### src/rtl/cpu_mem_pkg.sv
// rtl/cpu_mem_pkg.sv - shared sizes and state encoding for the CPU memory responder
package cpu_mem_pkg;

    localparam int ADDR_W = 4;
    localparam int DATA_W = 8;
    localparam int DEPTH  = 2 ** ADDR_W;

    // Highest word address; both pointers turn around here
    localparam logic [ADDR_W-1:0] LAST_ADDR = ADDR_W'(DEPTH - 1);

    // 2'd3 is unused and steers back to ST_LOAD
    typedef enum logic [1:0] {
        ST_LOAD = 2'd0,
        ST_RUN  = 2'd1,
        ST_DUMP = 2'd2
    } cpuMemState_t;

    // Next pointer value with wrap to zero after the last word
    function automatic logic [ADDR_W-1:0] nextPtr(input logic [ADDR_W-1:0] ptr);
        return (ptr == LAST_ADDR) ? '0 : ptr + ADDR_W'(1);
    endfunction

endpackage

### src/rtl/cpu_mem_array.sv
// rtl/cpu_mem_array.sv - DEPTH x DATA_W register file, one write port, two read ports
module cpu_mem_array
    import cpu_mem_pkg::*;
(
    input  logic              clk,
    input  logic              clr,
    input  logic              wrEn,
    input  logic [ADDR_W-1:0] wrAddr,
    input  logic [DATA_W-1:0] wrData,
    input  logic [ADDR_W-1:0] cpuAddr,
    output logic [DATA_W-1:0] cpuData,
    input  logic [ADDR_W-1:0] dumpAddr,
    output logic [DATA_W-1:0] dumpData
);

    logic [DATA_W-1:0] mem [DEPTH];

    // Storage: reset wipes every word, otherwise a single write per edge
    always_ff @(posedge clk or negedge clr) begin
        if (!clr) begin
            for (int i = 0; i < DEPTH; i++) begin
                mem[i] <= '0;
            end
        end else if (wrEn) begin
            mem[wrAddr] <= wrData;
        end
    end

    // Both read ports are purely combinational so the CPU sees zero wait states
    assign cpuData  = mem[cpuAddr];
    assign dumpData = mem[dumpAddr];

endmodule

### src/rtl/cpu_memory_responder.sv
// rtl/cpu_memory_responder.sv - CPU bus memory with host load, run gating and dump streaming
module cpu_memory_responder
    import cpu_mem_pkg::*;
(
    input  logic              clk,
    input  logic              clr,
    input  logic              read,
    input  logic              write,
    input  logic [ADDR_W-1:0] address,
    input  logic [DATA_W-1:0] memoryIn,
    output logic [DATA_W-1:0] memoryOut,
    output logic              cpu_run,
    input  logic              ld_valid,
    input  logic [DATA_W-1:0] ld_data,
    input  logic              ld_last,
    output logic              ld_ready,
    input  logic              dump_req,
    output logic              dp_valid,
    output logic [ADDR_W-1:0] dp_addr,
    output logic [DATA_W-1:0] dp_data,
    input  logic              dp_ready,
    output logic              bus_err
);

    cpuMemState_t      state;
    logic [ADDR_W-1:0] ldPtr;
    logic [ADDR_W-1:0] dpPtr;
    logic              busErrQ;

    logic              wrEn;
    logic [ADDR_W-1:0] wrAddr;
    logic [DATA_W-1:0] wrData;
    logic [DATA_W-1:0] cpuRdData;
    logic [DATA_W-1:0] dumpRdData;

    logic inLoad;
    logic inRun;
    logic inDump;

    assign inLoad = (state == ST_LOAD);
    assign inRun  = (state == ST_RUN);
    assign inDump = (state == ST_DUMP);

    // Write-port arbitration: host owns the port in LOAD, CPU owns it in RUN
    always_comb begin
        wrEn   = 1'b0;
        wrAddr = '0;
        wrData = '0;
        case (state)
            ST_LOAD: begin
                wrEn   = ld_valid;
                wrAddr = ldPtr;
                wrData = ld_data;
            end
            ST_RUN: begin
                wrEn   = write;
                wrAddr = address;
                wrData = memoryIn;
            end
            default: begin
                wrEn   = 1'b0;
            end
        endcase
    end

    cpu_mem_array uArray (
        .clk      (clk),
        .clr      (clr),
        .wrEn     (wrEn),
        .wrAddr   (wrAddr),
        .wrData   (wrData),
        .cpuAddr  (address),
        .cpuData  (cpuRdData),
        .dumpAddr (dpPtr),
        .dumpData (dumpRdData)
    );

    // Sequencer: LOAD -> RUN -> DUMP -> LOAD, with the load/dump pointers and sticky bus error
    always_ff @(posedge clk or negedge clr) begin
        if (!clr) begin
            state   <= ST_LOAD;
            ldPtr   <= '0;
            dpPtr   <= '0;
            busErrQ <= 1'b0;
        end else begin
            case (state)
                ST_LOAD: begin
                    if (ld_valid) begin
                        if (ld_last || (ldPtr == LAST_ADDR)) begin
                            ldPtr <= '0;
                            state <= ST_RUN;
                        end else begin
                            ldPtr <= nextPtr(ldPtr);
                        end
                    end
                end
                ST_RUN: begin
                    if (read && write) begin
                        busErrQ <= 1'b1;
                    end
                    if (dump_req) begin
                        dpPtr <= '0;
                        state <= ST_DUMP;
                    end
                end
                ST_DUMP: begin
                    if (dp_ready) begin
                        if (dpPtr == LAST_ADDR) begin
                            dpPtr <= '0;
                            state <= ST_LOAD;
                        end else begin
                            dpPtr <= nextPtr(dpPtr);
                        end
                    end
                end
                default: begin
                    ldPtr <= '0;
                    dpPtr <= '0;
                    state <= ST_LOAD;
                end
            endcase
        end
    end

    // A colliding read/write returns zero; the write still goes through
    assign memoryOut = (inRun && read && !write) ? cpuRdData : '0;

    assign cpu_run  = inRun;
    assign ld_ready = inLoad;
    assign bus_err  = busErrQ;

    // Dump outputs are forced quiet outside DUMP so the host sees nothing stale
    assign dp_valid = inDump;
    assign dp_addr  = inDump ? dpPtr : '0;
    assign dp_data  = inDump ? dumpRdData : '0;

endmodule

### config.mk
export PLATFORM = sky130hd
export DESIGN_NAME = cpu_memory_responder
export DESIGN_NICKNAME = d
export VERILOG_FILES = /design/src/rtl/cpu_mem_pkg.sv /design/src/rtl/cpu_mem_array.sv /design/src/rtl/cpu_memory_responder.sv
export SDC_FILE = /design/constraint.sdc
export NUM_CORES = 1
export LEC_CHECK = 0
export BUFFER_PORTS_ARGS = -buffer_cell sky130_fd_sc_hd__buf_4
export CORE_ASPECT_RATIO = 0.6
export CORE_MARGIN = 3
export CORE_UTILIZATION = 25
export CTS_CLUSTER_DIAMETER = 30
export DETAILED_ROUTE_END_ITERATION = 16
export GPL_TIMING_DRIVEN = 0
export HOLD_SLACK_MARGIN = 0.15
export PLACE_DENSITY_LB_ADDON = 0.2
export SETUP_SLACK_MARGIN = 0.05
export SLEW_MARGIN = 20
export SYNTH_ARGS = -nofsm -noshare
export SYNTH_HDL_FRONTEND = slang
export SYNTH_SLANG_ARGS = --single-unit
export TNS_END_PERCENT = 20
### constraint.sdc
create_clock -name clk -period 2.4 [get_ports clk]
set_clock_uncertainty 0.1 [all_clocks]
set_input_delay 0.36 -clock clk [delete_from_list [all_inputs] [get_ports clk]]
set_output_delay 0.36 -clock clk [all_outputs]
set_load 0.05 [all_outputs]
==> flow_summary.json <==
{
  "status": "complete, but fails checks",
  "violations": "negative setup slack",
  "cts_buffers": 17,
  "rr_startpoint": "state[1]",
  "slowest_stage": "mux4_2",
  "p_leak_nw": 4.74,
  "core_area_um2": 30400,
  "die_y_um": 143,
  "worstPathCellList": "buf_12 -> buf_16 -> mux4_2 -> mux2i_2 -> o22ai_4 -> buf_6",
  "maxClockFrequency_mhz": 373,
  "dp_cells": 1002,
  "rsz0062_at_grt": "true",
  "syn_area_per_cell_um2": 14.4,
  "nFillCells": 2862,
  "num_io_pins": 52,
  "synthesis.area_um2": 7840,
  "crit_required_ns": 1.94,
  "initial_core_util": 0.258,
  "ys_types": 40,
  "layout.nets": 694,
  "powerDensity_nw_per_um2": 1050,
  "peakVddDrop_mv": 0.589,
  "core.rowCount": 49,
  "synthTopCellsByArea": "dfrtp_1 44%, mux2_2 19%, mux4_2 18%",
  "cts_tree": "built",
  "fin_total_pwr_mw": 11.8,
  "grt_pass1_vias": 5906,
  "antenna_left": 0,
  "finalSetupViolations": 82,
  "critPathBufInv": 3,
  "synth_top_area_frac": 0.444,
  "worstHoldPathType": "in2reg",
  "cp.depth": 6,
  "cp-start-kind": "flop",
  "hp-start": "ld_last",
  "cts_sinks": 139,
  "setup_ws_ns": -0.284,
  "fin_area_um2": 11300,
  "clkTransAtPathRegs_ns": 0.06,
  "io_buffers": 48,
  "min_path_cells": 3,
  "ys_seq_elements": 139,
  "hold_viol": 0,
  "cp_top_family": "multiplexers",
  "grt_pass1_wl_um": 40800,
  "grt_start_max_net_pins": 93,
  "overflow": 0,
  "post_dp_cell_area_um2": 9070,
  "critPathCaptureType": "output pin",
  "synthCells": 545,
  "slew_headroom": 0.639,
  "ff2ff_setup_slack_ns": -0.10,
  "vias_per_cell": 5.21,
  "drtIter0Drc": 494,
  "drive_gt1_frac": 0.670,
  "post-dp-hpwl_um": 18400,
  "track_usage": 0.173,
  "cp.arrival_ns": 2.22,
  "dieArea_um2": 33600,
  "cpPeakStageDelay_ns": 0.52,
  "seqCellArea_um2": 3480,
  "wl_per_cell_um": 26.0,
  "first_pass_iters": 5,
  "tns_ns": -5.53,
  "ctsHtreeMaxLevel": 4,
  "startpoint": "dpPtr[0]",
  "clk-insertion-delay-late_ns": 0.44,
  "antenna_found_initial": 0,
  "dr_total_vias": 5628,
  "finalCriticalPeriod_ns": 2.68,
  "clockBufferDepth": 2,
  "synth_top_area_cell": "dfrtp_1",
  "period_share": 1.12,
  "ys_warn_count": 0,
  "wirelength_um": 28000,
  "dp_slack_ns": -0.829,
  "multi_input_area_um2": 5060,
  "fin_util": 0.371,
  "area_delta_synth_final_pct": 43.8,
  "worstSetupPathType": "reg2out",
  "cp_max_fo": 8,
  "yosysSeqAreaShare": 0.444,
  "cts_root_buf": "clkbuf_16",
  "antennaDiodeCount": 0,
  "tightestPinTransition_ns": 0.542,
  "die_x_um": 235,
  "cap_violations": 0,
  "r2r_cells": 9,
  "finalNonFillerCells": 1080,
  "drv_slew": 0,
  "drc_errors": 0,
  "syn_nets": 580,
  "timing.hold.ws_ns": 0.206,
  "place.gp.congestion": 0.786
}
-- worst register-to-register path: stages, from the launching register on --
cell     delay (ns)
dfrtp_1        0.39
inv_4          0.07
buf_12         0.12
ha_4           0.15
buf_6          0.13
a22o_4         0.27
nor3_4         0.36
and3_4         0.26
buf_12         0.18
mux2_2         0.35
-- what timing repair did --
item | 4_1_cts | 5_1_grt
setup endpoints to repair | 149 | 149
endpoints found under the hold margin | 48 | 0
setup buffers | 21 | 22
hold buffers | 3 | 0
pin swaps | 12 | 21
cloned | 3 | 0
resized for setup | 183 | 59
-- sequential cells by signal, summed over array words and instances, names as in the netlist --
name,count
dpPtr,4
ldPtr,4
bus_err,1
uArray.mem,128
state,2
-- synthesized netlist by cell type --
| master | n |
|---|---|
| a211o_1 | 1 |
| a211oi_4 | 1 |
| a21o_2 | 1 |
| a21oi_1 | 11 |
| a22o_1 | 4 |
| a22oi_1 | 1 |
| a31o_2 | 2 |
| a31oi_1 | 11 |
| and2_1 | 2 |
| and3_1 | 2 |
| and3_2 | 1 |
| and4_1 | 1 |
| buf_1 | 4 |
| buf_2 | 14 |
| buf_4 | 5 |
| buf_6 | 1 |
| clkbuf_1 | 19 |
| dfrtp_1 | 139 |
| ha_1 | 7 |
| inv_1 | 8 |
| mux2_2 | 130 |
| mux2i_1 | 33 |
| mux4_2 | 64 |
| nand2_1 | 8 |
| nand2b_1 | 4 |
| nand3_1 | 4 |
| nand3_2 | 5 |
| nand4_1 | 1 |
| nand4_2 | 7 |
| nand4b_1 | 1 |
| nor2_1 | 14 |
| nor2b_1 | 6 |
| nor3_1 | 3 |
| nor4_1 | 2 |
| nor4_4 | 1 |
| o21ai_0 | 5 |
| o21ai_2 | 1 |
| o22ai_1 | 18 |
| or3_1 | 1 |
| xnor2_1 | 2 |
-- metal layers --
layer  routed length [um]  GRT usage
met1                13600      0.255
met3                 1620     0.0476
met5                    0          0
met2                12300      0.248
met4                  518     0.0496
-- report_power, final --
group / internal [mW] / switching (mW)
Combinational: 2.80 / 2.94
Clock: 1.84 / 1.11
Sequential: 2.80 / 0.353
Total: 7.44 / 4.40
-- worst paths after layout --
check	end
hold / removal	ldPtr[2]
min in group asynchronous	uArray.mem[86]
max in group asynchronous	uArray.mem[106]
hold reg to reg	uArray.mem[10]
setup / recovery	dp_data[3]
setup reg to reg	uArray.mem[88]
-- kinds of logic after synthesis --
| logic type | after synthesis | synth area share |
|---|---|---|
| and+or+nand+nor | 63 | 0.0529 |
| DFF | 139 | 0.444 |
| xor gates and xnor gates | 2 | 0.00224 |
| AOI/OAI and AO/OA | 56 | 0.0469 |
| adders and majority gates | 7 | 0.0112 |
| buffers and inverters | 51 | 0.0300 |
| muxes | 227 | 0.413 |
-- cell type report --
class,instances,area share
tap,408,0.0453
inverter,8,0.00344
clock buffer,17,0.0378
multi-input combinational,355,0.449
sequential,139,0.309
buffer,41,0.0424
timing repair buffer,97,0.0933
clock inverter,15,0.0199
-- placed cells by master (no fill, tap or decap), drive strengths merged, types with 2 or more instances in the layout --
master,netlist,final
nor4,3,3
clkbuf,19,36
ha,7,7
dfrtp,139,139
bufinv,0,5
a22o,4,4
a31oi,11,11
dlygate4sd3,0,3
buf,24,115
a31o,2,2
o21ai,6,6
inv,8,7
mux2i,33,33
nand4,8,8
a21oi,11,11
clkinvlp,0,6
mux4,64,64
xnor2,2,2
nand3,9,9
nor3,3,3
mux2,130,130
and3,3,3
and2,2,2
o22ai,18,18
nor2b,6,6
nand2,8,8
nand2b,4,4
nor2,14,14
clkinv,0,5
No activity file was read; power rests on OpenSTA's default activity.
